<file path="src/rtl/display_page_sequencer_if.sv">
// Bus between the display page sequencer and its host: page data and control in,
// registered segment drive and page status out.
interface display_page_sequencer_if #(
    parameter int DIGITS = 6,
    parameter int PAGES  = 8,
    parameter int SEL_W  = 8
);
    localparam int PAGE_W = $clog2(PAGES);

    logic                      Tick;
    logic [SEL_W-1:0]          Selector;
    logic                      AutoMode;
    logic [PAGES*DIGITS*7-1:0] PageData;
    logic [PAGES-1:0]          PageValid;
    logic [DIGITS-1:0]         BlinkMask;
    logic [DIGITS*7-1:0]       Hex;
    logic [PAGE_W-1:0]         ActivePage;
    logic                      PageChange;

    modport master (
        output Tick, Selector, AutoMode, PageData, PageValid, BlinkMask,
        input  Hex, ActivePage, PageChange
    );

    modport slave (
        input  Tick, Selector, AutoMode, PageData, PageValid, BlinkMask,
        output Hex, ActivePage, PageChange
    );
endinterface

</file>
<file path="src/rtl/display_page_sequencer.sv">
// Seven-segment page sequencer: manual or dwell-timed auto page selection with tick-based blink.
// Optional lamp test (all segments lit) is built when DISPLAY_PAGE_SEQUENCER_LAMP_TEST_EN is defined.
module display_page_sequencer #(
    parameter int DIGITS     = 6,
    parameter int PAGES      = 8,
    parameter int SEL_W      = 8,
    parameter int DWELL      = 200,
    parameter int BLINK_HALF = 50
) (
    input  logic Clock,
    input  logic Reset,
`ifdef DISPLAY_PAGE_SEQUENCER_LAMP_TEST_EN
    input  logic LampTest,
`endif
    display_page_sequencer_if.slave bus
);
    localparam int PAGE_W  = $clog2(PAGES);
    localparam int DWELL_W = (DWELL > 1) ? $clog2(DWELL) : 1;
    localparam int BLINK_W = (BLINK_HALF > 1) ? $clog2(BLINK_HALF) : 1;
    localparam int HEX_W   = DIGITS * 7;

    localparam logic [DWELL_W-1:0] DWELL_LAST = DWELL_W'(DWELL - 1);
    localparam logic [BLINK_W-1:0] BLINK_LAST = BLINK_W'(BLINK_HALF - 1);

    localparam logic [0:0] ST_MANUAL = 1'b0;
    localparam logic [0:0] ST_AUTO   = 1'b1;

    logic [0:0]         state, state_nx;
    logic [DWELL_W-1:0] dwell_cnt, dwell_nx;
    logic [BLINK_W-1:0] blink_cnt, blink_cnt_nx;
    logic               blink_phase, phase_nx;
    logic [PAGE_W-1:0]  sel_page, manual_page, target;
    logic [HEX_W-1:0]   hex_nx;

    // First valid page strictly after cur (wrapping); cur itself if it is the only one; 0 if none.
    function automatic logic [PAGE_W-1:0] next_valid(input logic [PAGE_W-1:0] cur,
                                                     input logic [PAGES-1:0]  valid);
        logic [PAGE_W-1:0] found;
        logic              hit;
        int                p;
        found = '0;
        hit   = 1'b0;
        for (int i = 1; i <= PAGES; i++) begin
            p = (int'(cur) + i) % PAGES;
            if (!hit && valid[p]) begin
                found = PAGE_W'(p);
                hit   = 1'b1;
            end
        end
        return found;
    endfunction

    assign sel_page = PAGE_W'(bus.Selector);

    always_comb begin
        // NOTE: every signal gets a default before any branch, so no path can infer a latch.
        manual_page = '0;
        if ((32'(bus.Selector) < 32'(PAGES)) && bus.PageValid[sel_page])
            manual_page = sel_page;
    end

    // In AUTO the held auto page is ActivePage itself; it is only ever loaded from target.
    always_comb begin
        state_nx = state;
        dwell_nx = dwell_cnt;
        target   = bus.ActivePage;
        if (!bus.AutoMode) begin
            state_nx = ST_MANUAL;
            target   = manual_page;
        end else if (state == ST_MANUAL) begin
            state_nx = ST_AUTO;
            dwell_nx = '0;
        end else if (!bus.PageValid[bus.ActivePage]) begin
            dwell_nx = '0;
            target   = next_valid(bus.ActivePage, bus.PageValid);
        end else if (bus.Tick) begin
            if (dwell_cnt == DWELL_LAST) begin
                dwell_nx = '0;
                target   = next_valid(bus.ActivePage, bus.PageValid);
            end else begin
                dwell_nx = dwell_cnt + 1'b1;
            end
        end
    end

    always_comb begin
        blink_cnt_nx = blink_cnt;
        phase_nx     = blink_phase;
        if (bus.Tick) begin
            if (blink_cnt == BLINK_LAST) begin
                blink_cnt_nx = '0;
                phase_nx     = ~blink_phase;
            end else begin
                blink_cnt_nx = blink_cnt + 1'b1;
            end
        end
    end

    // Hex is built from the next page and next phase so it lands on the same edge as them.
    always_comb begin
        hex_nx = bus.PageData[int'(target) * HEX_W +: HEX_W];
        for (int d = 0; d < DIGITS; d++) begin
            if (phase_nx && bus.BlinkMask[d])
                hex_nx[d*7 +: 7] = 7'h7f;
        end
`ifdef DISPLAY_PAGE_SEQUENCER_LAMP_TEST_EN
        if (LampTest)
            hex_nx = '0;
`endif
    end

    always_ff @(posedge Clock) begin
        // NOTE: state registers use non-blocking assignments so all of them update together.
        if (Reset) begin
            state          <= ST_MANUAL;
            dwell_cnt      <= '0;
            blink_cnt      <= '0;
            blink_phase    <= 1'b0;
            bus.Hex        <= '1;
            bus.ActivePage <= '0;
            bus.PageChange <= 1'b0;
        end else begin
            state          <= state_nx;
            dwell_cnt      <= dwell_nx;
            blink_cnt      <= blink_cnt_nx;
            blink_phase    <= phase_nx;
            bus.Hex        <= hex_nx;
            bus.ActivePage <= target;
            bus.PageChange <= (target != bus.ActivePage);
        end
    end
endmodule

</file>
<file path="src/flat_wrapper.sv">
// flat-port wrapper written by rule: the top's interface ports become plain ports
module display_page_sequencer_flat 
#(
    parameter int DIGITS     = 6,
    parameter int PAGES      = 8,
    parameter int SEL_W      = 8,
    parameter int DWELL      = 200,
    parameter int BLINK_HALF = 50
)
  (Clock, Reset, bus_Tick, bus_Selector, bus_AutoMode, bus_PageData, bus_PageValid, bus_BlinkMask, bus_Hex, bus_ActivePage, bus_PageChange);
  display_page_sequencer_if #(.DIGITS(DIGITS), .PAGES(PAGES), .SEL_W(SEL_W)) bus_i ();
  input  logic Clock;
  input  logic Reset;
  input wire logic [$bits(bus_i.Tick)-1:0] bus_Tick;
  input wire logic [$bits(bus_i.Selector)-1:0] bus_Selector;
  input wire logic [$bits(bus_i.AutoMode)-1:0] bus_AutoMode;
  input wire logic [$bits(bus_i.PageData)-1:0] bus_PageData;
  input wire logic [$bits(bus_i.PageValid)-1:0] bus_PageValid;
  input wire logic [$bits(bus_i.BlinkMask)-1:0] bus_BlinkMask;
  output wire logic [$bits(bus_i.Hex)-1:0] bus_Hex;
  output wire logic [$bits(bus_i.ActivePage)-1:0] bus_ActivePage;
  output wire logic [$bits(bus_i.PageChange)-1:0] bus_PageChange;
  assign bus_i.Tick = bus_Tick;
  assign bus_i.Selector = bus_Selector;
  assign bus_i.AutoMode = bus_AutoMode;
  assign bus_i.PageData = bus_PageData;
  assign bus_i.PageValid = bus_PageValid;
  assign bus_i.BlinkMask = bus_BlinkMask;
  assign bus_Hex = bus_i.Hex;
  assign bus_ActivePage = bus_i.ActivePage;
  assign bus_PageChange = bus_i.PageChange;
  display_page_sequencer #(.DIGITS(DIGITS), .PAGES(PAGES), .SEL_W(SEL_W), .DWELL(DWELL), .BLINK_HALF(BLINK_HALF)) u_core (.Clock(Clock), .Reset(Reset), .bus(bus_i));
endmodule
</file>
<file path="config.mk">
export PLATFORM = sky130hd
export DESIGN_NAME = display_page_sequencer_flat
export DESIGN_NICKNAME = d
export VERILOG_FILES = /design/src/rtl/display_page_sequencer_if.sv /design/src/rtl/display_page_sequencer.sv /design/src/flat_wrapper.sv
export SDC_FILE = /design/constraint.sdc
export NUM_CORES = 1
export LEC_CHECK = 0
export CAP_MARGIN = 30
export CORE_AREA = 3 3 157 159
export DETAILED_ROUTE_END_ITERATION = 6
export DIE_AREA = 0 0 160 162
export GPL_ROUTABILITY_DRIVEN = 0
export HOLD_SLACK_MARGIN = 0.06
export SYNTH_ARGS = -nofsm -noshare
export SYNTH_HDL_FRONTEND = slang
export SYNTH_SLANG_ARGS = --single-unit
</file>
<file path="constraint.sdc">
create_clock -name Clock -period 9.28 [get_ports Clock]
set_input_delay 0.928 -clock Clock [delete_from_list [all_inputs] [get_ports Clock]]
set_output_delay 0.928 -clock Clock [all_outputs]
set_load 0.005 [all_outputs]
</file>
; ---- After elaboration in Yosys (flattened, before gate mapping)
; Cells that the tools add are included.
[totals]
register_bits = 62
inputBits = 362
out_inout_bits = 46
elab_cells = 224
[op_classes]
addsub = 10
mul = 1
n_lt_le_gt_ge = 11
eq_ne = 4
shift = 1
n_mux = 126
bitwise_logic = 9
n_reduce_logical = 50
[op_table]
columns = operator, n
row1 = $shiftx A336 B32 Y42, 1
row2 = $mux W1, 90
row3 = $mux W3, 21
row4 = $lt A4 B5 Y1 const B, 8
row5 = $mux W8, 4
row6 = $bmux W1 S3, 10
row7 = $reduce_or A3 Y1, 8
row8 = $logic_and A1 B1 Y1, 21
row9 = $logic_not A1 Y1, 14
row10 = $add A3 B3 Y3 const B, 4
row11 = $reduce_or A2 Y1, 6
row12 = $add A8 B1 Y8 const B, 1
row13 = $and A1 B1 Y1 const A, 8
row14 = $eq A8 B8 Y1 const B, 1
row15 = $lt A3 B4 Y1 const B, 2
row16 = $lt A8 B4 Y1 const B, 1
row17 = $mul A3 B5 Y8 const B, 1
row18 = $add A3 B1 Y3 const B, 2
row19 = $add A3 B2 Y3 const B, 2
row20 = $add A6 B1 Y6 const B, 1
row21 = $eq A6 B6 Y1 const B, 1
row22 = $mux W6, 1
row23 = $ne A3 B3 Y1, 1
row24 = $ne A3 B3 Y1 const B, 1
row25 = other kinds (2), 2

; ---- Depth between registers and ports, before layout
[depth]
ltp_word = 70
ltp_mapped = 18
mapped_depth_nobuf = 11

; ---- Worst setup path before layout
; No wires, ideal clock.
[synth_path]
path_type = register to register
from = reg u_core.bus.ActivePage[1]
to = reg u_core.bus.Hex[0]
setup_time_ns = 0.135
arrival_time_ns = 3.800
required_ns = 9.145
setup_slack_ns = 5.345
stages_incl_launch_ff = 16
n_path_buf = 5
synth_period_minus_slack_ns = 3.935
path_cell_list = dfxtp_1 -> buf_2 -> buf_2 -> inv_1 -> ha_1 -> buf_6 -> mux2_1 -> mux4_2 -> or2_1 -> o311a_1 -> o221ai_2 -> and2_1 -> buf_2 -> clkbuf_1 -> a22o_1 -> o21ai_1
[synth_via]
elab_chain_cells = 68
word_cells_on_any_way = 153
cone_classes = add/sub (8) / mul (1) / shift (1) / mux (115) / reduce/logical (28)
[synth_lines]
columns = item, line_no
row1 = "start, declared", display_page_sequencer_if.sv:27  ; output Hex, ActivePage, PageChange
row2 = "start signal, assigned", display_page_sequencer.sv:128  ; bus.ActivePage <= target;
row3 = $add A3 B1 Y3, display_page_sequencer.sv:44  ; p = (int'(cur) + i) % PAGES;
row4 = $bmux W1 S3, display_page_sequencer.sv:45  ; if (!hit && valid[p]) begin
row5 = $mux W1 (implied by the code) (2 in a row), display_page_sequencer.sv:45
row6 = $mux W1, display_page_sequencer.sv:45
row7 = $mux W1, display_page_sequencer.sv:77  ; if (dwell_cnt == DWELL_LAST) begin
row8 = $mux W1, display_page_sequencer.sv:76  ; end else if (bus.Tick) begin
row9 = $mux W1, display_page_sequencer.sv:73  ; end else if (!bus.PageValid[bus.ActivePage]) begin
row10 = $mux W1, display_page_sequencer.sv:70  ; end else if (state == ST_MANUAL) begin
row11 = [... 51 more ...], -
row12 = $mux W3, display_page_sequencer.sv:45
row13 = $mux W3, display_page_sequencer.sv:77
row14 = $mux W3, display_page_sequencer.sv:76
row15 = $mux W3, display_page_sequencer.sv:73
row16 = $mux W3 *, display_page_sequencer.sv:70
row17 = $mux W3 *, display_page_sequencer.sv:67  ; if (!bus.AutoMode) begin
row18 = $mul A3 B5 Y8 *, display_page_sequencer.sv:101  ; hex_nx = bus.PageData[int'(target) * HEX_W +: HEX_W];
row19 = $shiftx A336 B32 Y42 *, display_page_sequencer.sv:101
row20 = "end signal, assigned", display_page_sequencer.sv:127  ; bus.Hex <= hex_nx;
row21 = "end, declared", display_page_sequencer_if.sv:27
; Mark *: on every way between the ends. The rest lies on a longest branch, timed or not. The select of a mux whose other input is x is not followed.
; A chain may end at the register's enable or synchronous reset.

; ---- Final worst setup path
[layout_path]
from = reg u_core.bus.ActivePage[1]
to = reg u_core.bus.Hex[6]
; Same word-level chain as after synthesis.

==> results.md <==
Timing:
- The clock period minus final worst setup slack is 6.15 ns.
- The final count of pins violating max slew came to 0.
- The measured slew at the worst slew-check pin is 0.920 ns.
- Setup repair after global routing left no endpoint under its margin.
- The worst slew margin relative to its limit is 38.5%.
- After routing, the total negative slack on setup checks comes to 0 ns.
- Between clock sinks in the finished design, the worst skew comes to 0.0131 ns.
- After layout, the worst setup slack is 3.13 ns.
- Based on the critical path, the design can be clocked at up to 163 MHz.
- The hold violation count in the final report was 0.
- The fraction of the cycle the final worst path needs is 66.3%.
- Setup violations remaining at the end of the flow were counted as 0.

Worst setup path:
- The critical path data required time is 9.47 ns.
- The gate family responsible for the most delay along the worst path is buffers and inverters.
- The critical path data arrival time is 6.34 ns.
- STA classifies the critical path startpoint as a flop.
- The worst setup path is captured at a flop.
- The critical path contains buffers and inverters numbering 3 combined.
- The biggest cell delay along the critical path is 0.89 ns.
- The critical path is of the reg -> reg type.
- The maximum net fanout on the critical path is 46.
- The critical path goes through inv_1, ha_1, mux4_2, mux2_2, o32ai_1, a41oi_1, a21boi_1, a311oi_4, buf_4, buf_4, mux2i_1, a22o_1, o21ai_1.
- The worst-path cell with the longest stage delay is dfxtp_1.
- The most frequent cell on the critical path is buf_4.

Place:
- The post-place setup slack is 3.16 ns.
- Counting tap cells, the placed design contains a total of 1302 instances.
- Detailed placement ended at an HPWL of 22700 um.
- Buffers placed on the I/O ports in this run total 407.

Synth:
- The yosys synthesis warning count is 0.
- The synthesized net count is 990.
- Counting flops with an async set or reset pin after synthesis yields a share of 0%.
- The part of the Yosys area used for sequential elements is 20.8%.
- The synthesized area divided by synthesized cell count is 9.60 sq um.
- The number of distinct library cell variants in the gate-level netlist after synthesis is 64.
- The cell count after synthesis came out at 623.
- Among all flip-flop cells after synthesis, the most frequent one is dfxtp_1.
- The number of enable flip-flop cells after synthesis is 0.
- The post-synthesis register bit count is 62.
- The post-synthesis instance area is 5980 sq um.

Run:
- Max-cap violations in this run came to 0.

Route:
- The number of optimization iterations in the first detailed-route pass is 5.
- The first-iteration detailed-routing DRC count is 305.
- The average wire per standard cell is 21.8 um.
- Dividing the detail-routed via count by the number of cells gives 4.99.
- The remaining antenna violation count is 0.
- The total wire length after detailed routing is 28800 um.
- The final routed DRC violation total is 0.
- The final route contains 6579 vias.

Layout:
- The proportion of layout cells with a drive suffix above 1 is 6.51%.
- After filler insertion, the fill cell instance count of the layout stands at 2325.
- The library cell used most frequently in the layout, excluding fill and tap cells, is clkdlybuf4s50_1.
- Compared with the post-synthesis result, the final layout area differs by 76.7%.
- At the end of the flow, the number of nets in the layout was 1361.
- The count of cells in the finished layout, fillers not included, comes to 1319.
- In the layout the commonest cells are 407 x clkdlybuf4s50_1, 179 x mux2i_1, 86 x a22o_1.
- Summing all multi-input logic gate instances after layout gives 4360 sq um.
- Registers take 1240 sq um.

Global route:
- The number of global-route vias before repair was 6688.
- The maximum number of pins on one net before global-route repair is 91.
- The total track usage is 21.0%.
- The wire length of the first global-routing pass is 41600 um.
- The initial antenna violation count is 1.
- Summed over all layers, the global routing overflow is 0.

Power and ir drop:
- The share of total power dissipated in the clock network is 37.3%.
- The analysis attributes to net switching a power of 297 uW.
- Net switching is 27.0% of the power.
- For this design the ratio of total power to cell area is 104 nW/um^2.
- The part of the total power dissipated in sequential elements is 26.6%.
- The part of the total power dissipated in combinational logic is 36.1%.
- Total power for the finished layout comes to 1100 uW.
- Summed over all cells, the static leakage comes to 0.00494 uW.
- The worst voltage drop across the vdd grid is 0.0568 mV.
- The internal portion of the total power is 800 uW.

Clocking:
- The TritonCTS clock tree is yes.
- The number of clock buffers added by TritonCTS is 9.
- The number of buffers on the longest clock path is 2.
- The post-CTS clock slew at the launch and capture registers of the worst setup and hold paths is 0.06 ns.
- The number of clock sinks is 62.
- The quantity of gates resized following cts is 0.
- The clock network latency to the later pin of the worst-skew pair is 0.34 ns.
- Clock tree synthesis selected as its root buffer the cell clkbuf_16.
- The H-tree depth is 3.
- The number of buffers inserted for hold repair after clock tree synthesis is 0.
- The number of buffers inserted by post-CTS setup repair is 0.

Floorplan:
- The horizontal extent of the die is 160 um.
- Pin placement for this block handled 408 I/O pins.
- The initial core utilization is 25.6%.
- The die is 162 um tall.
- The core region is 23400 sq um.
- The standard-cell row count is 56.
- The die area is 25900 sq um.

Outcome:
- The flow ran to the end, and the final reports show no timing, DRC or antenna violations.

Worst hold path:
- The type of the most critical hold path is reg -> reg.
## kinds of logic (layout without fill, tap and decap cells)
family,count (synthesis),count (layout),synth area share (%)
xor+xnor,18,18,2.76
buf+inv,65,441,7.01
simple gates,84,84,7.28
mux,206,206,38.5
flops,62,62,20.8
compound gates,183,183,22.6
other cells,0,1,0
fa+ha+maj,5,5,1.05
## routing by layer
layer | GRT usage, % | wire length, um
met5 | 0 | 0
met4 | 5.56 | 590
met3 | 4.62 | 1720
met2 | 37.0 | 14600
met1 | 25.8 | 11900
## tightest hold or removal path: cells and delay by family (launching register included)
kind	cells	cell delay [ns]
AOI/OAI and AO/OA	1	0.05
DFF	1	0.33
and+or+nand+nor	1	0.09
## power by group through the flow
stage                     Sequential [uW]  Combinational (uW)  Clock [uW]
final                                 292                 396         409
after global routing                  294                 422         430
after detailed placement              298                 395           0
after global placement                298                 394           0
after floorplan                       299                 166           0
after CTS                             292                 397         420
## final cells by class
| type | instances | share of cell area [%] |
|---|---|---|
| tap | 319 | 3.78 |
| antenna | 1 | 0.0237 |
| multi-input combinational | 496 | 41.3 |
| clock buffer | 9 | 2.13 |
| inverter | 7 | 0.249 |
| sequential | 62 | 11.7 |
| timing repair buffer | 418 | 39.6 |
| clock inverter | 7 | 1.15 |
## synth_stat cells (3+ instances only)
cell	instances	area, sq um
inv_1	6	22.5
and2_1	3	18.8
nand2b_1	7	43.8
a22oi_1	3	22.5
nand3_1	7	35.0
nor2b_1	5	31.3
mux2_2	6	67.6
or2_2	3	18.8
nand4_1	8	50.1
dfxtp_1	62	1240
ha_1	5	62.6
o21ai_0	10	50.1
buf_12	3	60.1
buf_6	10	113
o32ai_1	3	26.3
a21oi_1	12	60.1
buf_2	14	70.1
xnor2_1	7	61.3
nor2_1	23	86.3
mux2i_1	179	1790
clkbuf_4	7	52.6
a22o_1	86	753
o21ai_1	42	210
nand2_1	13	48.8
a31oi_1	3	18.8
clkbuf_1	22	82.6
xor2_1	10	87.6
nor4_1	4	25.0
a211oi_1	3	22.5
mux4_2	17	383
## metrics by stage
step	area (sq um)	hold slack, ns	util (%)
2_1_floorplan	5980	0.479	-
6_report	10600	0.523	45.1
5_1_grt	10600	0.554	45.1
3_5_place_dp	10200	0.514	43.7
3_3_place_gp	10200	0.499	43.5
4_1_cts	10600	0.528	45.1
## sequential cells by signal, indices dropped and copies added, names as in the netlist
| name | flops |
|---|---|
| u_core.bus.Hex | 42 |
| u_core.bus.ActivePage | 3 |
| u_core.state | 1 |
| u_core.blink_phase | 1 |
| u_core.bus.PageChange | 1 |
| u_core.dwell_cnt | 8 |
| u_core.blink_cnt | 6 |
## worst paths after layout
kind,slack (ns),end,depth (start not counted),startpoint
setup / recovery,3.13,u_core.bus.Hex[6]$_SDFF_PP1_,13,u_core.bus.ActivePage[1]$_SDFF_PP0_
hold / removal,0.52,u_core.blink_cnt[1]$_SDFFE_PP0P_,2,u_core.blink_cnt[1]$_SDFFE_PP0P_
setup reg to reg,3.13,u_core.bus.Hex[6]$_SDFF_PP1_,13,u_core.bus.ActivePage[1]$_SDFF_PP0_
hold reg to reg,0.52,u_core.blink_cnt[1]$_SDFFE_PP0P_,2,u_core.blink_cnt[1]$_SDFFE_PP0P_
Note: power is estimated with default switching activity, not from simulation.
